===== src/rtl/mem_port_arbiter_if.sv =====
// Bundles the fetch, load/store and memory-side signals of mem_port_arbiter.
// slave is the arbiter's view; master is the core/memory view.
interface mem_port_arbiter_if #(
  parameter int DATA_WIDTH    = 32,
  parameter int ADDRESS_WIDTH = 32
);
  logic                     i_req;
  logic [ADDRESS_WIDTH-1:0] i_addr;
  logic [DATA_WIDTH-1:0]    i_rdata;
  logic                     i_valid;
  logic                     d_req;
  logic                     d_we;
  logic [ADDRESS_WIDTH-1:0] d_addr;
  logic [DATA_WIDTH-1:0]    d_wdata;
  logic [DATA_WIDTH-1:0]    d_rdata;
  logic                     d_valid;
  logic                     mem_en;
  logic                     mem_we;
  logic [ADDRESS_WIDTH-1:0] mem_addr;
  logic [DATA_WIDTH-1:0]    mem_wdata;
  logic [DATA_WIDTH-1:0]    mem_rdata;
  logic                     stall_f;
  logic                     stall_m;

  modport slave (
    input  i_req, i_addr, d_req, d_we, d_addr, d_wdata, mem_rdata,
    output i_rdata, i_valid, d_rdata, d_valid,
    output mem_en, mem_we, mem_addr, mem_wdata, stall_f, stall_m
  );

  modport master (
    output i_req, i_addr, d_req, d_we, d_addr, d_wdata, mem_rdata,
    input  i_rdata, i_valid, d_rdata, d_valid,
    input  mem_en, mem_we, mem_addr, mem_wdata, stall_f, stall_m
  );
endinterface


===== src/rtl/mem_port_arbiter.sv =====
// Shares one fixed-latency single-port memory between fetch (I) and load/store (D), with stalls.
// Defining MEM_ARB_PERF_EN adds saturating stall-cycle counters.
module mem_port_arbiter #(
  parameter int DATA_WIDTH    = 32,
  parameter int ADDRESS_WIDTH = 32,
  parameter int MEM_LATENCY   = 2
) (
  input  logic              clk,
  input  logic              rst,
  mem_port_arbiter_if.slave bus
`ifdef MEM_ARB_PERF_EN
  ,
  output logic [31:0]       perf_stall_i_cycles,
  output logic [31:0]       perf_stall_d_cycles
`endif
);

  typedef enum logic [1:0] {
    IDLE   = 2'd0,
    BUSY_I = 2'd1,
    BUSY_D = 2'd2
  } state_e;

  localparam logic [3:0] LAT = 4'(MEM_LATENCY);

  state_e     state_q, state_d;
  logic [3:0] cnt_q, cnt_d;
  logic       last_d_q, last_d_d;

  logic                     can_issue_s;
  logic                     grant_i_s;
  logic                     grant_d_s;
  logic                     i_valid_s;
  logic                     d_valid_s;
  logic                     mem_en_s;
  logic                     mem_we_s;
  logic                     stall_f_s;
  logic                     stall_m_s;
  logic [ADDRESS_WIDTH-1:0] mem_addr_s;
  logic [DATA_WIDTH-1:0]    mem_wdata_s;
  logic [DATA_WIDTH-1:0]    i_rdata_s;
  logic [DATA_WIDTH-1:0]    d_rdata_s;

  // FSM, latency counter and fairness flag
  always_ff @(posedge clk or posedge rst) begin
    if (rst) begin
      state_q  <= IDLE;
      cnt_q    <= 4'd0;
      last_d_q <= 1'b0;
    end else begin
      state_q  <= state_d;
      cnt_q    <= cnt_d;
      last_d_q <= last_d_d;
    end
  end

  // Completion, arbitration, memory drive and stall generation
  always_comb begin
    state_d     = state_q;
    cnt_d       = cnt_q;
    last_d_d    = last_d_q;
    can_issue_s = 1'b0;
    grant_i_s   = 1'b0;
    grant_d_s   = 1'b0;
    i_valid_s   = 1'b0;
    d_valid_s   = 1'b0;
    mem_en_s    = 1'b0;
    mem_we_s    = 1'b0;
    mem_addr_s  = {ADDRESS_WIDTH{1'b0}};
    mem_wdata_s = {DATA_WIDTH{1'b0}};
    i_rdata_s   = {DATA_WIDTH{1'b0}};
    d_rdata_s   = {DATA_WIDTH{1'b0}};
    stall_f_s   = 1'b0;
    stall_m_s   = 1'b0;

    // Everything, stalls included, reads as zero while reset is held.
    if (rst) begin
      state_d  = IDLE;
      cnt_d    = 4'd0;
      last_d_d = 1'b0;
    end else begin
      case (state_q)
        IDLE: can_issue_s = 1'b1;
        BUSY_I, BUSY_D: begin
          if (cnt_q == LAT) begin
            can_issue_s = 1'b1;
            state_d     = IDLE;
            i_valid_s   = (state_q == BUSY_I);
            d_valid_s   = (state_q == BUSY_D);
          end else begin
            cnt_d = cnt_q + 4'd1;
          end
        end
        default: state_d = IDLE;
      endcase

      // D wins unless it won last time and I is also waiting.
      if (can_issue_s) begin
        grant_d_s = bus.d_req & (~bus.i_req | ~last_d_q);
        grant_i_s = bus.i_req & ~grant_d_s;
      end else begin
        grant_d_s = 1'b0;
        grant_i_s = 1'b0;
      end

      if (grant_d_s) begin
        mem_en_s    = 1'b1;
        mem_we_s    = bus.d_we;
        mem_addr_s  = bus.d_addr;
        mem_wdata_s = bus.d_wdata;
        state_d     = BUSY_D;
        cnt_d       = 4'd1;
        last_d_d    = 1'b1;
      end else if (grant_i_s) begin
        mem_en_s   = 1'b1;
        mem_addr_s = bus.i_addr;
        state_d    = BUSY_I;
        cnt_d      = 4'd1;
        last_d_d   = 1'b0;
      end else begin
        mem_en_s = 1'b0;
      end

      i_rdata_s = i_valid_s ? bus.mem_rdata : {DATA_WIDTH{1'b0}};
      d_rdata_s = d_valid_s ? bus.mem_rdata : {DATA_WIDTH{1'b0}};
      stall_m_s = bus.d_req & ~d_valid_s;
      stall_f_s = (bus.i_req & ~i_valid_s) | stall_m_s;
    end
  end

  assign bus.i_valid   = i_valid_s;
  assign bus.d_valid   = d_valid_s;
  assign bus.i_rdata   = i_rdata_s;
  assign bus.d_rdata   = d_rdata_s;
  assign bus.mem_en    = mem_en_s;
  assign bus.mem_we    = mem_we_s;
  assign bus.mem_addr  = mem_addr_s;
  assign bus.mem_wdata = mem_wdata_s;
  assign bus.stall_f   = stall_f_s;
  assign bus.stall_m   = stall_m_s;

`ifdef MEM_ARB_PERF_EN
  logic [31:0] perf_i_q, perf_i_d;
  logic [31:0] perf_d_q, perf_d_d;

  // Saturating stall-cycle counter next values
  always_comb begin
    perf_i_d = perf_i_q;
    perf_d_d = perf_d_q;
    if (bus.i_req && !i_valid_s && (perf_i_q != 32'hFFFF_FFFF)) begin
      perf_i_d = perf_i_q + 32'd1;
    end else begin
      perf_i_d = perf_i_q;
    end
    if (bus.d_req && !d_valid_s && (perf_d_q != 32'hFFFF_FFFF)) begin
      perf_d_d = perf_d_q + 32'd1;
    end else begin
      perf_d_d = perf_d_q;
    end
  end

  // Stall-cycle counter registers
  always_ff @(posedge clk or posedge rst) begin
    if (rst) begin
      perf_i_q <= 32'd0;
      perf_d_q <= 32'd0;
    end else begin
      perf_i_q <= perf_i_d;
      perf_d_q <= perf_d_d;
    end
  end

  assign perf_stall_i_cycles = perf_i_q;
  assign perf_stall_d_cycles = perf_d_q;
`endif

endmodule


===== src/flat_wrapper.sv =====
// flat-port wrapper written by rule: the top's interface ports become plain ports
module mem_port_arbiter_flat 
#(
  parameter int DATA_WIDTH    = 32,
  parameter int ADDRESS_WIDTH = 32,
  parameter int MEM_LATENCY   = 2
)
  (clk, rst, bus_i_req, bus_i_addr, bus_d_req, bus_d_we, bus_d_addr, bus_d_wdata, bus_mem_rdata, bus_i_rdata, bus_i_valid, bus_d_rdata, bus_d_valid, bus_mem_en, bus_mem_we, bus_mem_addr, bus_mem_wdata, bus_stall_f, bus_stall_m);
  mem_port_arbiter_if #(.DATA_WIDTH(DATA_WIDTH), .ADDRESS_WIDTH(ADDRESS_WIDTH)) bus_i ();
  input  logic clk;
  input  logic rst;
  input wire logic [$bits(bus_i.i_req)-1:0] bus_i_req;
  input wire logic [$bits(bus_i.i_addr)-1:0] bus_i_addr;
  input wire logic [$bits(bus_i.d_req)-1:0] bus_d_req;
  input wire logic [$bits(bus_i.d_we)-1:0] bus_d_we;
  input wire logic [$bits(bus_i.d_addr)-1:0] bus_d_addr;
  input wire logic [$bits(bus_i.d_wdata)-1:0] bus_d_wdata;
  input wire logic [$bits(bus_i.mem_rdata)-1:0] bus_mem_rdata;
  output wire logic [$bits(bus_i.i_rdata)-1:0] bus_i_rdata;
  output wire logic [$bits(bus_i.i_valid)-1:0] bus_i_valid;
  output wire logic [$bits(bus_i.d_rdata)-1:0] bus_d_rdata;
  output wire logic [$bits(bus_i.d_valid)-1:0] bus_d_valid;
  output wire logic [$bits(bus_i.mem_en)-1:0] bus_mem_en;
  output wire logic [$bits(bus_i.mem_we)-1:0] bus_mem_we;
  output wire logic [$bits(bus_i.mem_addr)-1:0] bus_mem_addr;
  output wire logic [$bits(bus_i.mem_wdata)-1:0] bus_mem_wdata;
  output wire logic [$bits(bus_i.stall_f)-1:0] bus_stall_f;
  output wire logic [$bits(bus_i.stall_m)-1:0] bus_stall_m;
  assign bus_i.i_req = bus_i_req;
  assign bus_i.i_addr = bus_i_addr;
  assign bus_i.d_req = bus_d_req;
  assign bus_i.d_we = bus_d_we;
  assign bus_i.d_addr = bus_d_addr;
  assign bus_i.d_wdata = bus_d_wdata;
  assign bus_i.mem_rdata = bus_mem_rdata;
  assign bus_i_rdata = bus_i.i_rdata;
  assign bus_i_valid = bus_i.i_valid;
  assign bus_d_rdata = bus_i.d_rdata;
  assign bus_d_valid = bus_i.d_valid;
  assign bus_mem_en = bus_i.mem_en;
  assign bus_mem_we = bus_i.mem_we;
  assign bus_mem_addr = bus_i.mem_addr;
  assign bus_mem_wdata = bus_i.mem_wdata;
  assign bus_stall_f = bus_i.stall_f;
  assign bus_stall_m = bus_i.stall_m;
  mem_port_arbiter #(.DATA_WIDTH(DATA_WIDTH), .ADDRESS_WIDTH(ADDRESS_WIDTH), .MEM_LATENCY(MEM_LATENCY)) u_core (.clk(clk), .rst(rst), .bus(bus_i));
endmodule

===== config.mk =====
export PLATFORM = sky130hd
export DESIGN_NAME = mem_port_arbiter_flat
export DESIGN_NICKNAME = d
export VERILOG_FILES = /design/src/rtl/mem_port_arbiter_if.sv /design/src/rtl/mem_port_arbiter.sv /design/src/flat_wrapper.sv
export SDC_FILE = /design/constraint.sdc
export NUM_CORES = 1
export LEC_CHECK = 0
export ABC_AREA = 1
export ABC_CLOCK_PERIOD_IN_PS = 3200
export BUFFER_PORTS_ARGS = -buffer_cell sky130_fd_sc_hd__buf_2
export CORE_AREA = 4 4 102 104
export DETAILED_ROUTE_END_ITERATION = 10
export DIE_AREA = 0 0 106 108
export PLACE_DENSITY = 0.56
export SLEW_MARGIN = 20
export SYNTH_ARGS = -nofsm -noshare
export SYNTH_HDL_FRONTEND = slang
export SYNTH_SLANG_ARGS = --single-unit

===== constraint.sdc =====
create_clock -name clk -period 3.2 [get_ports clk]
set_input_delay 0.64 -clock clk [delete_from_list [all_inputs] [get_ports clk]]
set_output_delay 0.64 -clock clk [all_outputs]
set_load 0.01 [all_outputs]

==> Yosys cells after proc, flatten, opt, wreduce, memory -nomap -nowiden <==
Cells that the tools add are included.
{ "op_classes": {"n_eq_ne": 6, "muxes": 44, "bitwise_logic": 11, "add_sub_neg": 1, "reduce_logical": 6} }
{ "op_table": {"columns": ["op", "count"], "rows": [
  ["two-way mux 32 bit", 9],
  ["two-way mux 1 bit", 24],
  ["two-way mux 4 bit", 5],
  ["two-way mux 2 bit", 4],
  ["!= test 5 x 2 -> 1 bit (second input constant)", 1],
  ["inverter 1 bit", 5],
  ["adder 4 x 1 -> 4 bit (second input constant)", 1],
  ["AND 1 bit", 4],
  ["== test 4 x 2 -> 1 bit (second input constant)", 1],
  ["!= test 4 x 2 -> 1 bit (second input constant)", 1],
  ["!= test 4 bit (second input constant)", 1],
  ["one-hot mux 2 bit (2 select lines)", 1],
  ["AND reduction 2 bit", 2],
  ["nonzero test 4 bit", 1],
  ["nonzero test 3 bit", 1],
  ["== test 2 x 1 -> 1 bit (second input constant)", 1],
  ["== test 2 bit (second input constant)", 1],
  ["zero test 2 bit", 1],
  ["OR 1 bit", 2],
  ["one-hot mux 1 bit (2 select lines)", 1],
  ["OR reduction 2 bit", 1]
]} }
{ "word_totals": {"inputBits": 133, "reg_bits": 7, "elab_cells": 71} }

==> Logic depth before layout (Yosys ltp) <==
{ "depth": {"depth_word": 10, "depth_mapped": 9} }

==> Least setup slack after synthesis <==
Ideal clock, no wire load.
{ "synth_timing": {"path_kind": "register to output", "start": "reg u_core.state_q[0]", "end": "out bus_mem_wdata[25]", "required_ns": 2.560, "path_slack_ns": 1.042, "stages_incl_launch_ff": 10, "arrival_time_ns": 1.518, "cell_sequence": "dfrtp_1 > inv_1 > ha_1 > nand3_2 > nand2_2 > nand3_4 > nor2_8 > inv_4 > buf_6 > nor2_1"} }
{ "synth_between": {"elab_chain_cells": 8, "word_cells_on_any_way": 10} }
{ "synth_lines": {"columns": ["item", "line_no", "rtl"], "rows": [
  ["start: declaration", "mem_port_arbiter.sv:26", "state_e state_q, state_d;"],
  ["start signal: assignment", "mem_port_arbiter.sv:51", "state_q <= state_d;"],
  ["== test 2 bit / == test 2 x 1 -> 1 bit (equally long branches)", "mem_port_arbiter.sv:82", "case (state_q)"],
  ["OR reduction 2 bit", "mem_port_arbiter.sv:82", null],
  ["one-hot mux 1 bit (2 select lines) *", "mem_port_arbiter.sv:82", null],
  ["two-way mux 1 bit *", "mem_port_arbiter.sv:77", "if (rst) begin"],
  ["two-way mux 1 bit *", "mem_port_arbiter.sv:98", "if (can_issue_s) begin"],
  ["two-way mux 1 bit *", "mem_port_arbiter.sv:77", null],
  ["two-way mux 32 bit *", "mem_port_arbiter.sv:106", "if (grant_d_s) begin"],
  ["two-way mux 32 bit *", "mem_port_arbiter.sv:77", null],
  ["end: declaration", "flat_wrapper.sv:26", "output wire logic [$bits(bus_i.mem_wdata)-1:0] bus_mem_wdata;"]
]} }
Mark *: on every way between the ends. The rest lies on a longest branch, timed or not. The select of a mux whose other input is x is not followed.

==> Worst setup path after layout <==
{ "layout_timing": {"start": "reg u_core.state_q[0]", "end": "out bus_mem_addr[7]"} }
{ "layout_between": {"elab_chain_cells": 9, "word_cells_on_any_way": 13} }
{ "layout_lines": {"columns": ["item", "line_no", "rtl"], "rows": [
  ["== test 2 bit / == test 2 x 1 -> 1 bit (equally long branches)", "mem_port_arbiter.sv:82", null],
  ["OR reduction 2 bit", "mem_port_arbiter.sv:82", null],
  ["one-hot mux 1 bit (2 select lines) *", "mem_port_arbiter.sv:82", null],
  ["two-way mux 1 bit *", "mem_port_arbiter.sv:77", null],
  ["two-way mux 1 bit", "mem_port_arbiter.sv:98", null],
  ["two-way mux 1 bit", "mem_port_arbiter.sv:77", null],
  ["two-way mux 32 bit", "mem_port_arbiter.sv:114", "end else if (grant_i_s) begin"],
  ["two-way mux 32 bit *", "mem_port_arbiter.sv:106", null],
  ["two-way mux 32 bit *", "mem_port_arbiter.sv:77", null],
  ["end: declaration", "flat_wrapper.sv:25", "output wire logic [$bits(bus_i.mem_addr)-1:0] bus_mem_addr;"]
]} }
Marks and branches as above.

==> metrics <==
run status=completed; Clock Latency Late Sink=0.23 ns; Initial Util=18.1%; CP Launch Type=flop; Least-Margin Pin Slew=a little over 0.9 ns; via/cell ratio=about 4; critical path arrival=approximately 2.3 ns; post-synthesis simple-gate area fraction=between 50 and 60%; CTS buffer count=3; Reg clk slew, reported paths=around 0.040 ns; Req. time, crit path=2.56 ns; XOR/XNOR Fraction of Synth Area=1.52%; post-route ant nets=0; max-slew violations=0; Hold Path Class=reg2reg; num ports=267; Die H=108 um; wirelength, routed=~8700 um; Gate Count Post-Synth=346; CTS tree=yes; CTS Root Buffer Type=clkbuf_8; Synth Area in Compound Gates=between 1 and 1.5%; area of the multi-input gates=0.00114 sq mm; Setup Fix Bufs, Post-CTS=0; Synth Warn #=0; post-synth net total=485; synth unique cells=25; Synth top area share=17.8%; post-layout minimum cycle time=2.89 ns; antenna violations before repair=1; Final #Nets=743; Fmax achieved=346 MHz; critical path type=reg2out; # hold bufs at CTS=0; Final Hold Slack=~0.5 ns; CTS Buffer Depth=2; Final Skew=0.00190 ns; filler instances=1055; sequential fraction of the synthesis area=approximately a tenth; largest cells by area after synthesis=nor2_1 18%, nand2_1 17%, inv_1 16%; vias in the first global route=2847; post-synthesis mux area share=0%; Area Overhead vs Synth=84.3%; initial DRC count=185; slowest cell delay on critical path=0.38 ns; final design instance area without fill=about 0.0032 sq mm; Register Area=175 sq um; share of cells above drive strength 1=50.2%; layer with the highest usage=met2; num rows=36; # DRC=0; CTS-repair resized insts=0; area leader, netlist=nor2_1; Final Wtd Congestion=about 0.78; VDD IR-drop max=0.0000829 V; worst-path cell chain=inv_1 -> ha_1 -> nand3_2 -> nand2_2 -> nand2_1 -> nor2_4 -> buf_4 -> nand3_1 -> nand2_1 -> buf_2; final setup violation count=0; Syn Area/Cell=5.01 sq um; Chip Width=106 um; routed len/inst=11.9 um; Power Dens Cells=211 mW/mm^2; drt pass-1 iters=4; most frequent cells in the layout=266 x buf_2, 82 x nor2_1, 80 x nand2_1, 76 x inv_1, 39 x nand3_1; commonest non-fill, non-tap cell in the layout=buf_2; clock sink count=7; Setup TNS=0 ns; die area=0.0114 sq mm; Final Hold Viols=0; GR Overflow Total=0; Adder-Cell Fraction of Synth Area=4.33%; crit-path max FO=23; routed vias=2928; crit end category=output pin; dpl cell area=~0.0031 sq mm; GRT Total Usage=13.7%; routing usage on met3=3.16%; HPWL after detailed placement=7670 um; IO Port Bufs=around 270; RSZ-0062 raised after global routing=false; largest family of logic cells by synthesized area=simple AND/OR/NAND/NOR gates; P_leak=approximately 0.0024 uW; GR Util met1=between 10% and 20%; Mapped Area=about 0.0017 sq mm; CP dominant cell by count=nand2_1; fin crit share=90.4%; H-tree Lvls=1; post-synthesis register bit count=7; core outline area=~0.0095 sq mm; M2 GR Usage=27.7%; max-cap violation count=0; critical path's slowest cell=dfrtp_1; Worst slew margin=39.1%; pin count of the biggest net entering global routing=38; antenna cell count=0; first-pass GRT wire length=12800 um
layer usage:
metal  wire, um  share of wire, %
met3        890                10
met5         13              0.15
met4         84              0.96
met2       4640                53
met1       3120                36
worst paths after layout:
path	startpoint	endpoint	slack (ns)	depth (start not counted)
min in group asynchronous	rst	u_core.cnt_q[0]	0.73	3
worst max-delay path	u_core.state_q[0]	bus_mem_addr[7]	0.31	10
worst max register to register	u_core.state_q[0]	u_core.state_q[1]	1.12	10
worst min-delay path	u_core.last_d_q	u_core.last_d_q	0.50	2
worst min register to register	u_core.last_d_q	u_core.last_d_q	0.50	2
max in group asynchronous	rst	u_core.state_q[0]	2.33	3
state kept, by name, indices dropped and copies added, names as in the netlist:
signal	cells
u_core.cnt_q	4
u_core.last_d_q	1
u_core.state_q	2
through the flow:
| step | instances | util [%] | worst slack [ns] | power, uW |
|---|---|---|---|---|
| after floorplan | 346 | - | 1.04 | 373 |
| after global placement | 732 | 33.0 | 0.582 | 551 |
| after detailed placement | 732 | 33.0 | 0.523 | 558 |
| after CTS | 736 | 33.5 | 0.265 | 690 |
| after global routing | 736 | 33.5 | 0.0793 | 746 |
| final | 736 | 33.5 | 0.307 | 675 |
report_power, final:
group	internal (uW)	switching [uW]	total (uW)
clock network	86.3	40.1	126
registers	102	10.0	112
logic	179	259	437
logic make-up (layout without fill, tap and decap cells):
family,Yosys count,count (layout)
buffers and inverters,96,353
AOI/OAI and AO/OA,4,4
xor gates and xnor gates,3,3
DFF,7,7
and+or+nand+nor,230,230
adders and majority gates,6,6
final cells by class:
cell class | count | area share (%)
multi-input combinational | 243 | 35.7
clock buffer | 4 | 1.41
sequential | 7 | 5.48
inverter | 77 | 9.13
tap | 133 | 5.21
timing repair buffer | 272 | 43.1
cell usage after synthesis (all sizes together):
library cell,count
nor2,105
nand2,81
inv,77
nand3,41
buf,14
dfrtp,7
ha,6
clkbuf,5
a21oi,2
o21ai,2
xor2,2
nand3b,1
nor3,1
or2,1
xnor2,1
critical path, delay by kind of cell, from the launching register on:
kind,cells,cell delay [ns]
flip-flops,1,0.38
buffers and inverters,3,0.53
AND/OR/NAND/NOR,6,0.76
adder cells (fa/ha/maj),1,0.34
Power figures use the tool's default switching activity.
